[src/rtl/reg_file_sb_pkg.sv]
// Shared CPU package: default datapath widths, the hardwired zero-register
// index and the helper used to locate a read port inside a packed bus.
package reg_file_sb_pkg;

  localparam int unsigned DATA_W_DEF = 32;
  localparam int unsigned ADDR_W_DEF = 5;
  localparam int unsigned NRD_DEF    = 2;
  localparam int unsigned ZERO_REG   = 0;

  // Bit offset of read port p in a bus packed at w bits per port.
  function automatic int unsigned port_lsb(input int unsigned p, input int unsigned w);
    return p * w;
  endfunction

endpackage

[src/rtl/reg_file_sb_score.sv]
// Scoreboard for reg_file_sb: one pending bit per register plus a running
// count of set bits. Issue marks a register pending, a write clears it, and
// flush drops every mark. Register 0 is never marked.
module reg_file_sb_score
  import reg_file_sb_pkg::*;
#(
  parameter int unsigned ADDR_W = ADDR_W_DEF,
  localparam int unsigned DEPTH = 2 ** ADDR_W
) (
  input  logic              clk,
  input  logic              Reset,
  input  logic              we,
  input  logic [ADDR_W-1:0] wr_addr,
  input  logic              iss_valid,
  input  logic [ADDR_W-1:0] iss_addr,
  input  logic              flush,
  output logic [DEPTH-1:0]  busy,
  output logic [ADDR_W:0]   busy_cnt
);

  localparam int unsigned CNT_W = ADDR_W + 1;

  logic             set_hit;
  logic             clr_hit;
  logic             inc;
  logic             dec;
  logic [DEPTH-1:0] busy_nxt;
  logic [CNT_W-1:0] cnt_nxt;

  // Next pending vector and count; set beats clear on the same register.
  always_comb begin
    // NOTE: every always_comb output gets a default first so no path leaves
    // it unassigned, which would otherwise infer a latch.
    busy_nxt = busy;
    cnt_nxt  = busy_cnt;
    set_hit  = iss_valid && (iss_addr != ADDR_W'(ZERO_REG)) && !flush;
    clr_hit  = we && !(set_hit && (iss_addr == wr_addr));
    inc      = set_hit && !busy[iss_addr];
    dec      = clr_hit && busy[wr_addr];
    if (flush) begin
      busy_nxt = '0;
      cnt_nxt  = '0;
    end else begin
      if (clr_hit) busy_nxt[wr_addr]  = 1'b0;
      if (set_hit) busy_nxt[iss_addr] = 1'b1;
      // Only genuine transitions move the count, so redundant sets/clears
      // cannot push it past the number of registers or below zero.
      cnt_nxt = busy_cnt + CNT_W'(inc) - CNT_W'(dec);
    end
  end

  // Pending bits and count register, cleared asynchronously on reset.
  always_ff @(posedge clk or negedge Reset) begin
    // NOTE: state registers use non-blocking assignment so every flop
    // samples the pre-edge values regardless of statement order.
    if (!Reset) begin
      busy     <= '0;
      busy_cnt <= '0;
    end else begin
      busy     <= busy_nxt;
      busy_cnt <= cnt_nxt;
    end
  end

endmodule

[src/rtl/reg_file_sb.sv]
// Register file with scoreboard: 2**ADDR_W registers of DATA_W bits, NRD
// combinational read ports, one write port, and a pending-write scoreboard
// (reg_file_sb_score) that flags registers still awaiting their producer.
// Register 0 reads as zero and is never pending.
// Optional feature: define REG_FILE_SB_BYPASS_EN to forward a same-cycle
// write to matching read ports (data taken from wr_data, busy forced low).
module reg_file_sb
  import reg_file_sb_pkg::*;
#(
  parameter int unsigned DATA_W = DATA_W_DEF,
  parameter int unsigned ADDR_W = ADDR_W_DEF,
  parameter int unsigned NRD    = NRD_DEF
) (
  input  logic                  clk,
  input  logic                  Reset,
  input  logic [NRD*ADDR_W-1:0] rd_addr,
  output logic [NRD*DATA_W-1:0] rd_data,
  output logic [NRD-1:0]        rd_busy,
  input  logic                  we,
  input  logic [ADDR_W-1:0]     wr_addr,
  input  logic [DATA_W-1:0]     wr_data,
  input  logic                  iss_valid,
  input  logic [ADDR_W-1:0]     iss_addr,
  input  logic                  flush,
  output logic [ADDR_W:0]       busy_cnt
);

  localparam int unsigned DEPTH = 2 ** ADDR_W;

  logic [DATA_W-1:0] regs [DEPTH];
  logic [DEPTH-1:0]  busy;

  reg_file_sb_score #(
    .ADDR_W (ADDR_W)
  ) u_score (
    .clk       (clk),
    .Reset     (Reset),
    .we        (we),
    .wr_addr   (wr_addr),
    .iss_valid (iss_valid),
    .iss_addr  (iss_addr),
    .flush     (flush),
    .busy      (busy),
    .busy_cnt  (busy_cnt)
  );

  // Storage: writes to register 0 are dropped; whole array clears on reset.
  always_ff @(posedge clk or negedge Reset) begin
    if (!Reset) begin
      // NOTE: the storage array is reset because the architecture requires
      // every register to read zero after reset; this forces flops rather
      // than RAM macros, which is acceptable at this size.
      for (int i = 0; i < DEPTH; i++) regs[i] <= '0;
    end else if (we && (wr_addr != ADDR_W'(ZERO_REG))) begin
      regs[wr_addr] <= wr_data;
    end
  end

  // Read muxes: stored value and pending flag per port, optional forwarding.
  always_comb begin : read_ports
    logic [ADDR_W-1:0] ra;
    ra      = '0;
    rd_data = '0;
    rd_busy = '0;
    for (int unsigned p = 0; p < NRD; p++) begin
      ra = rd_addr[port_lsb(p, ADDR_W) +: ADDR_W];
      if (ra != ADDR_W'(ZERO_REG)) begin
        rd_data[port_lsb(p, DATA_W) +: DATA_W] = regs[ra];
        rd_busy[p]                             = busy[ra];
`ifdef REG_FILE_SB_BYPASS_EN
        // Forwarding is suppressed during reset so outputs stay at zero.
        if (Reset && we && (wr_addr == ra)) begin
          rd_data[port_lsb(p, DATA_W) +: DATA_W] = wr_data;
          rd_busy[p]                             = 1'b0;
        end
`endif
      end
    end
  end

endmodule

[config.mk]
export PLATFORM = sky130hd
export DESIGN_NAME = reg_file_sb
export DESIGN_NICKNAME = d
export VERILOG_FILES = /design/src/rtl/reg_file_sb_pkg.sv /design/src/rtl/reg_file_sb_score.sv /design/src/rtl/reg_file_sb.sv
export SDC_FILE = /design/constraint.sdc
export NUM_CORES = 2
export LEC_CHECK = 0
export ABC_AREA = 1
export BUFFER_PORTS_ARGS = -buffer_cell sky130_fd_sc_hd__buf_2
export CAP_MARGIN = 10
export CORE_MARGIN = 4
export CORE_UTILIZATION = 35
export DETAILED_ROUTE_END_ITERATION = 8
export GPL_ROUTABILITY_DRIVEN = 0
export SYNTH_ARGS = -nofsm -noshare
export SYNTH_HDL_FRONTEND = slang
export SYNTH_SLANG_ARGS = --single-unit
[constraint.sdc]
create_clock -name clk -period 2.1 [get_ports clk]
set_input_delay 0.105 -clock clk [delete_from_list [all_inputs] [get_ports clk]]
set_output_delay 0.105 -clock clk [all_outputs]
set_load 0.005 [all_outputs]
; After elaboration in Yosys (flattened, before gate mapping)
; Index checks and enable logic that the tools add are counted.
[classes]
addsub = 2
multipliers = 0
div_mod_pow = 0
n_lt_le_gt_ge = 10
eq_ne = 1
shift = 0
muxes = 30
bitwise_logic = 6
reduce_logical = 17
[ops]
columns = op, count
row1 = 1024-bit bitwise mux, 1
row2 = 32-bit two-way mux, 11
row3 = 32-bit binary-select mux with 5-bit select, 2
row4 = 32-bit demux with 5-bit select, 1
row5 = 32-bit AND, 1
row6 = 32-bit inverter, 1
row7 = 32-bit OR, 1
row8 = 5-bit by 6-bit less-than comparator with 1-bit output (second input constant), 4
row9 = 1-bit binary-select mux with 5-bit select, 4
row10 = 5-bit nonzero test, 4
row11 = 6-bit greater-or-equal comparator (second input constant), 3
row12 = 5-bit inverter with 6-bit output, 3
row13 = 1-bit demux with 5-bit select, 2
row14 = 5-bit by 1-bit greater-or-equal comparator with 1-bit output (second input constant), 2
row15 = 1-bit logical AND, 10
row16 = 1-bit two-way mux, 8
row17 = 6-bit by 1-bit adder with 6-bit output, 1
row18 = 6-bit by 1-bit less-than comparator with 1-bit output (second input constant), 1
row19 = 6-bit two-way mux, 1
row20 = 6-bit by 1-bit subtractor with 6-bit output, 1
row21 = 5-bit equality test, 1
row22 = 1-bit logical NOT, 3
[totals]
reg_bits = 1062
latchBits = 0
ram_bits = 0
romBits = 0
inputBits = 57
out_inout_bits = 72
wordCells = 100
mem_count = 0

; Depth between registers and ports, before layout
[logic_depth]
depth_word = 11
mapped_depth = 20

; By module
; A second synthesis with hierarchy kept.
[unflattened]
hier_cells = 8849
hier_area_um2 = 59826.1
[by_module_without_submodules]
columns = mod, n_inst, cells_per_inst, area_per_inst_um2
row1 = reg_file_sb, 1, 8439, 56910.8
row2 = reg_file_sb_score, 1, 410, 2915.3

; Worst setup path before layout
; Ideal clock, no wire load.
[synth_timing]
path_kind = input port to flip-flop
from = in iss_addr[2]
to = reg u_score.busy_cnt[4]
setup_ps = 123
t_arrival_ps = 2344
required_ps = 1977
path_slack_ps = -367
path_stages = 19
path_buffers = 1
path_cell_list = buf_2 > inv_2 > nand3_1 > nand2_2 > inv_1 > nand3_2 > and2_1 > o21ai_1 > nor2_1 > ha_1 > inv_1 > ha_1 > fa_1 > nand2_1 > inv_1 > o21ai_0 > nand2_1 > o21ai_0 > a21oi_1
[synth_between]
elab_chain_cells = 9
word_cells_on_any_way = 15
[synth_rtl]
columns = item, line
row1 = "start, declared", reg_file_sb.sv:23  ; input logic [ADDR_W-1:0] iss_addr,
row2 = "parallel branches: the longest is 7 deep, another holds 6-bit by 1-bit adder with 6-bit output", n/a
row3 = 6-bit by 1-bit subtractor with 6-bit output *, reg_file_sb_score.sv:48  ; cnt_nxt = busy_cnt + CNT_W'(inc) - CNT_W'(dec);
row4 = 6-bit two-way mux *, reg_file_sb_score.sv:40  ; if (flush) begin
row5 = net u_score.cnt_nxt[4], reg_file_sb_score.sv:28  ; logic [CNT_W-1:0] cnt_nxt;
row6 = "end signal, assigned", reg_file_sb_score.sv:61  ; busy_cnt <= cnt_nxt;
row7 = "end, declared", reg_file_sb_score.sv:18  ; output logic [ADDR_W:0] busy_cnt
; Mark *: on every way through the listed nets, which the timed path passes. The select of a mux whose other input is x is not followed.
; A chain may end at the register's enable or synchronous reset.

; Worst setup path in the final report
[layout_timing]
from = reg u_score.busy[1]
to = reg u_score.busy_cnt[4]
[layout_between]
elab_chain_cells = 7
word_cells_on_any_way = 10
[layout_rtl]
columns = item, line
row1 = "start, declared", reg_file_sb_score.sv:17  ; output logic [DEPTH-1:0] busy,
row2 = "start signal, assigned", reg_file_sb_score.sv:60  ; busy <= busy_nxt;
row3 = 1-bit binary-select mux with 5-bit select, reg_file_sb_score.sv:38  ; inc = set_hit && !busy[iss_addr];
row4 = 1-bit two-way mux (implied by the code), reg_file_sb_score.sv:38
row5 = 1-bit logical NOT, reg_file_sb_score.sv:38
row6 = 1-bit logical AND, reg_file_sb_score.sv:38
row7 = 6-bit by 1-bit adder with 6-bit output, reg_file_sb_score.sv:48
row8 = 6-bit by 1-bit subtractor with 6-bit output *, reg_file_sb_score.sv:48
row9 = 6-bit two-way mux *, reg_file_sb_score.sv:40
row10 = net u_score.cnt_nxt[4], reg_file_sb_score.sv:28
; Mark *: on every way through the listed nets, which the timed path passes. The rest lies on a longest branch. The select of a mux whose other input is x is not followed.

==> impl_metrics.tcl <==
set metrics [dict create \
    status "finished, violations left" \
    violations "negative setup slack" \
    drive_above_1_share_pct 17.5 \
    grt_util_all_layers_pct 27.3 \
    cp_num_buf_inv 2 \
    clock_latency_ns 0.74 \
    fin_crit_ns 2.40 \
    final-setup-viol-count 48 \
    critPathMostFrequentCell "nor2_1" \
    initial_utilization_pct 35.2 \
    wl_mm 252 \
    syn-instance-count 8644 \
    synthAdderAreaFrac_pct 0.158 \
    timing.hold.ws_ns 0.0830 \
    finalMaxSlewViolations 0 \
    top_layer_used "met4" \
    final_cell_mix "nand2_1, nand3_1, dfrtp_1" \
    avgRoutedWirePerCell_um 22.5 \
    die_w_um 423 \
    final_common_cell "nand2_1" \
    slowest_stage "dfrtp_1" \
    max_stage_delay_ns 0.38 \
    path_delay_family "adder cells" \
    grt_start_max_net_pins 103 \
    core_um2 171000 \
    tritoncts "done" \
    rsz0062_at_grt "true" \
    path_clk_slew_ns 0.06 \
    yosysUniqueCellTypes 38 \
    antenna_found_initial 5 \
    num_rows 152 \
    pre_cts_slack_ns -0.578 \
    synth_compound_area_share_pct 14.7 \
    synthMuxAreaShare_pct 0 \
    syn_nets 8708 \
    vias 63400 \
    finalCritPeriodShare_pct 114 \
    routed_via_density 5.67 \
    ioPinCount 129 \
    h-tree-depth 3 \
    grt_pass1_vias 59900 \
    rrSetupSlack_ns -0.30 \
    cts_buffers 118 \
    m1WireLength_mm 101 \
    fmax_mhz 417 \
    die_area_um2 179000 \
    ys_warn_count 0 \
    path_max_fanout 2 \
    drcViolationCount 0 \
    p_per_area_nw_per_um2 845 \
    final_cell_area_um2 74100 \
    ir_drop_mv 0.653 \
    clock_skew_ns 0.00980 \
    grt-ovfl-total 0 \
    crit_type "reg2reg" \
    ant_nets 0 \
    io_buffer_count 128 \
    worstMarginPinSlew_ns 0.577 \
    drt_iter0_markers 7853 \
    met2_wirelength_mm 111 \
    nets 8844 \
    synth-seq-cells 1062 \
    relSlewSlack_pct 61.5 \
    p_leak_nw 33.6 \
    n_fill_cell 17100 \
    synth_xor_area_share_pct 0.0581 \
    dpl_cell_area_um2 66900 \
    finalNonFillerCells 11200 \
    synth_top_family_by_area "simple AND/OR/NAND/NOR gates" \
    syn-cell-area_um2 60300 \
    dr.pass1.iters 8 \
    finalWorstSetupSlack_ns -0.296 \
    cap_violations 0 \
    cts_sinks 1062 \
    hpwl_mm 158 \
    cp.required_ns 2.71 \
    ys_seq_area_share_pct 44.1 \
    grt_pass1_wl_mm 380 \
    wl_met3_mm 24.9 \
    cts_root_buf "clkbuf_16" \
    worstSetupEndpointType "register" \
    cp.arrival_ns 3.01 \
    syn_to_final_growth_pct 23.0 \
    synth_area_per_cell_um2 6.97 \
    yosys.area_share.simple_pct 33.3 \
    die_h_um 423 \
    crit_chain "o22ai_1, nor2_1, nor2_1, nor2_1, nand2_1, nor2_2, ha_1, inv_2, ha_4, fa_2, nand2_2, inv_2, o21ai_2, nand2_1, o21ai_1, a21oi_1" \
    start_kind "register" \
    hold_class "in2reg" \
    dp.cells 10900 \
    hold_viol 0 \
    clk_path_buf_depth 3 \
    utilization_pct 43.3 \
]
[registers in the layout, summed over array words and instances (netlist names)]
signal            flops
u_score.busy         32
u_score.busy_cnt      6
regs               1024
[per-stage QoR]
stage          power (mW)  setup TNS (ns)
2_1_floorplan        35.0          -0.135
3_3_place_gp         39.5           -3.28
3_5_place_dp         39.9           -3.62
4_1_cts              61.8           -6.62
5_1_grt              65.8           -9.28
6_report             62.6           -3.68
[worst reg2reg max path, delay by kind of cell, from the launching register on]
family / cells / cell delay [ns]
adders and majority gates: 3 / 0.80
buffers and inverters: 2 / 0.09
DFF: 1 / 0.38
AOI/OAI and AO/OA: 4 / 0.46
and+or+nand+nor: 7 / 0.55
[area by class of cell]
| type | instances | area (um^2) | share of cell area, % |
|---|---|---|---|
| tap | 2310 | 2890 | 3.90 |
| clock buffer | 188 | 3640 | 4.91 |
| clock inverter | 22 | 262 | 0.353 |
| sequential | 1062 | 26600 | 35.9 |
| multi-input combinational | 6609 | 31300 | 42.3 |
| timing repair buffer | 814 | 8710 | 11.7 |
| inverter | 175 | 704 | 0.950 |
| antenna | 6 | 15.0 | 0.0203 |
[layer usage]
metal	global-route usage, %	vias up
met5	0	-
met3	4.75	788
met4	15.3	0
li1	-	28700
met1	36.5	30300
met2	41.9	3593
[power breakdown]
| part | total, mW | internal [mW] | leakage (nW) | switching, mW |
|---|---|---|---|---|
| logic | 14.4 | 5.80 | 17.9 | 8.56 |
| registers | 27.0 | 24.2 | 13.8 | 2.84 |
| clock network | 21.3 | 12.3 | 1.93 | 8.91 |
| total | 62.6 | 42.3 | 33.6 | 20.3 |
[cell usage after synthesis (all sizes together)]
library cell     n  area (um^2)
nand2         3167        12200
o21ai         1416         7100
nand3         1262         6320
dfrtp         1062        26600
buf            501         2830
nor2           384         1450
a21oi          300         1500
clkbuf         297         1120
inv            173          654
o22ai           34          213
nor3            18         95.1
ha               6         75.1
nor4             6         37.5
o21bai           5         37.5
a22oi            2         15.0
clkinv           2         7.51
xnor2            2         17.5
xor2             2         17.5
a31oi            1         6.26
and2             1         6.26
fa               1         20.0
nand4            1         6.26
o211ai           1         7.51
[worst paths after layout]
| path | startpoint | endpoint | cells past startpoint |
|---|---|---|---|
| max in group asynchronous | Reset | regs[812] | 3 |
| max | u_score.busy[1] | u_score.busy_cnt[4] | 16 |
| min | iss_addr[0] | u_score.busy[4] | 6 |
| min reg2reg | regs[1008] | regs[1008] | 0 |
| max reg2reg | u_score.busy[1] | u_score.busy_cnt[4] | 16 |
| min in group asynchronous | Reset | regs[752] | 3 |
[cell families after synthesis]
logic type	count (synthesis)
adder cells (fa/ha/maj)	7
XOR/XNOR	4
AO/OA/AOI/OAI	1759
flip-flops	1062
AND/OR/NAND/NOR	4839
buffers and inverters	973
[timing repair]
action	CTS	global route
pin swaps	229	368
hold buffers	47	0
hold endpoints to repair	1897	0
setup endpoints to repair	70	71
gates resized for setup	396	463
setup buffers	34	59
No activity file was read; power rests on OpenSTA's default activity.
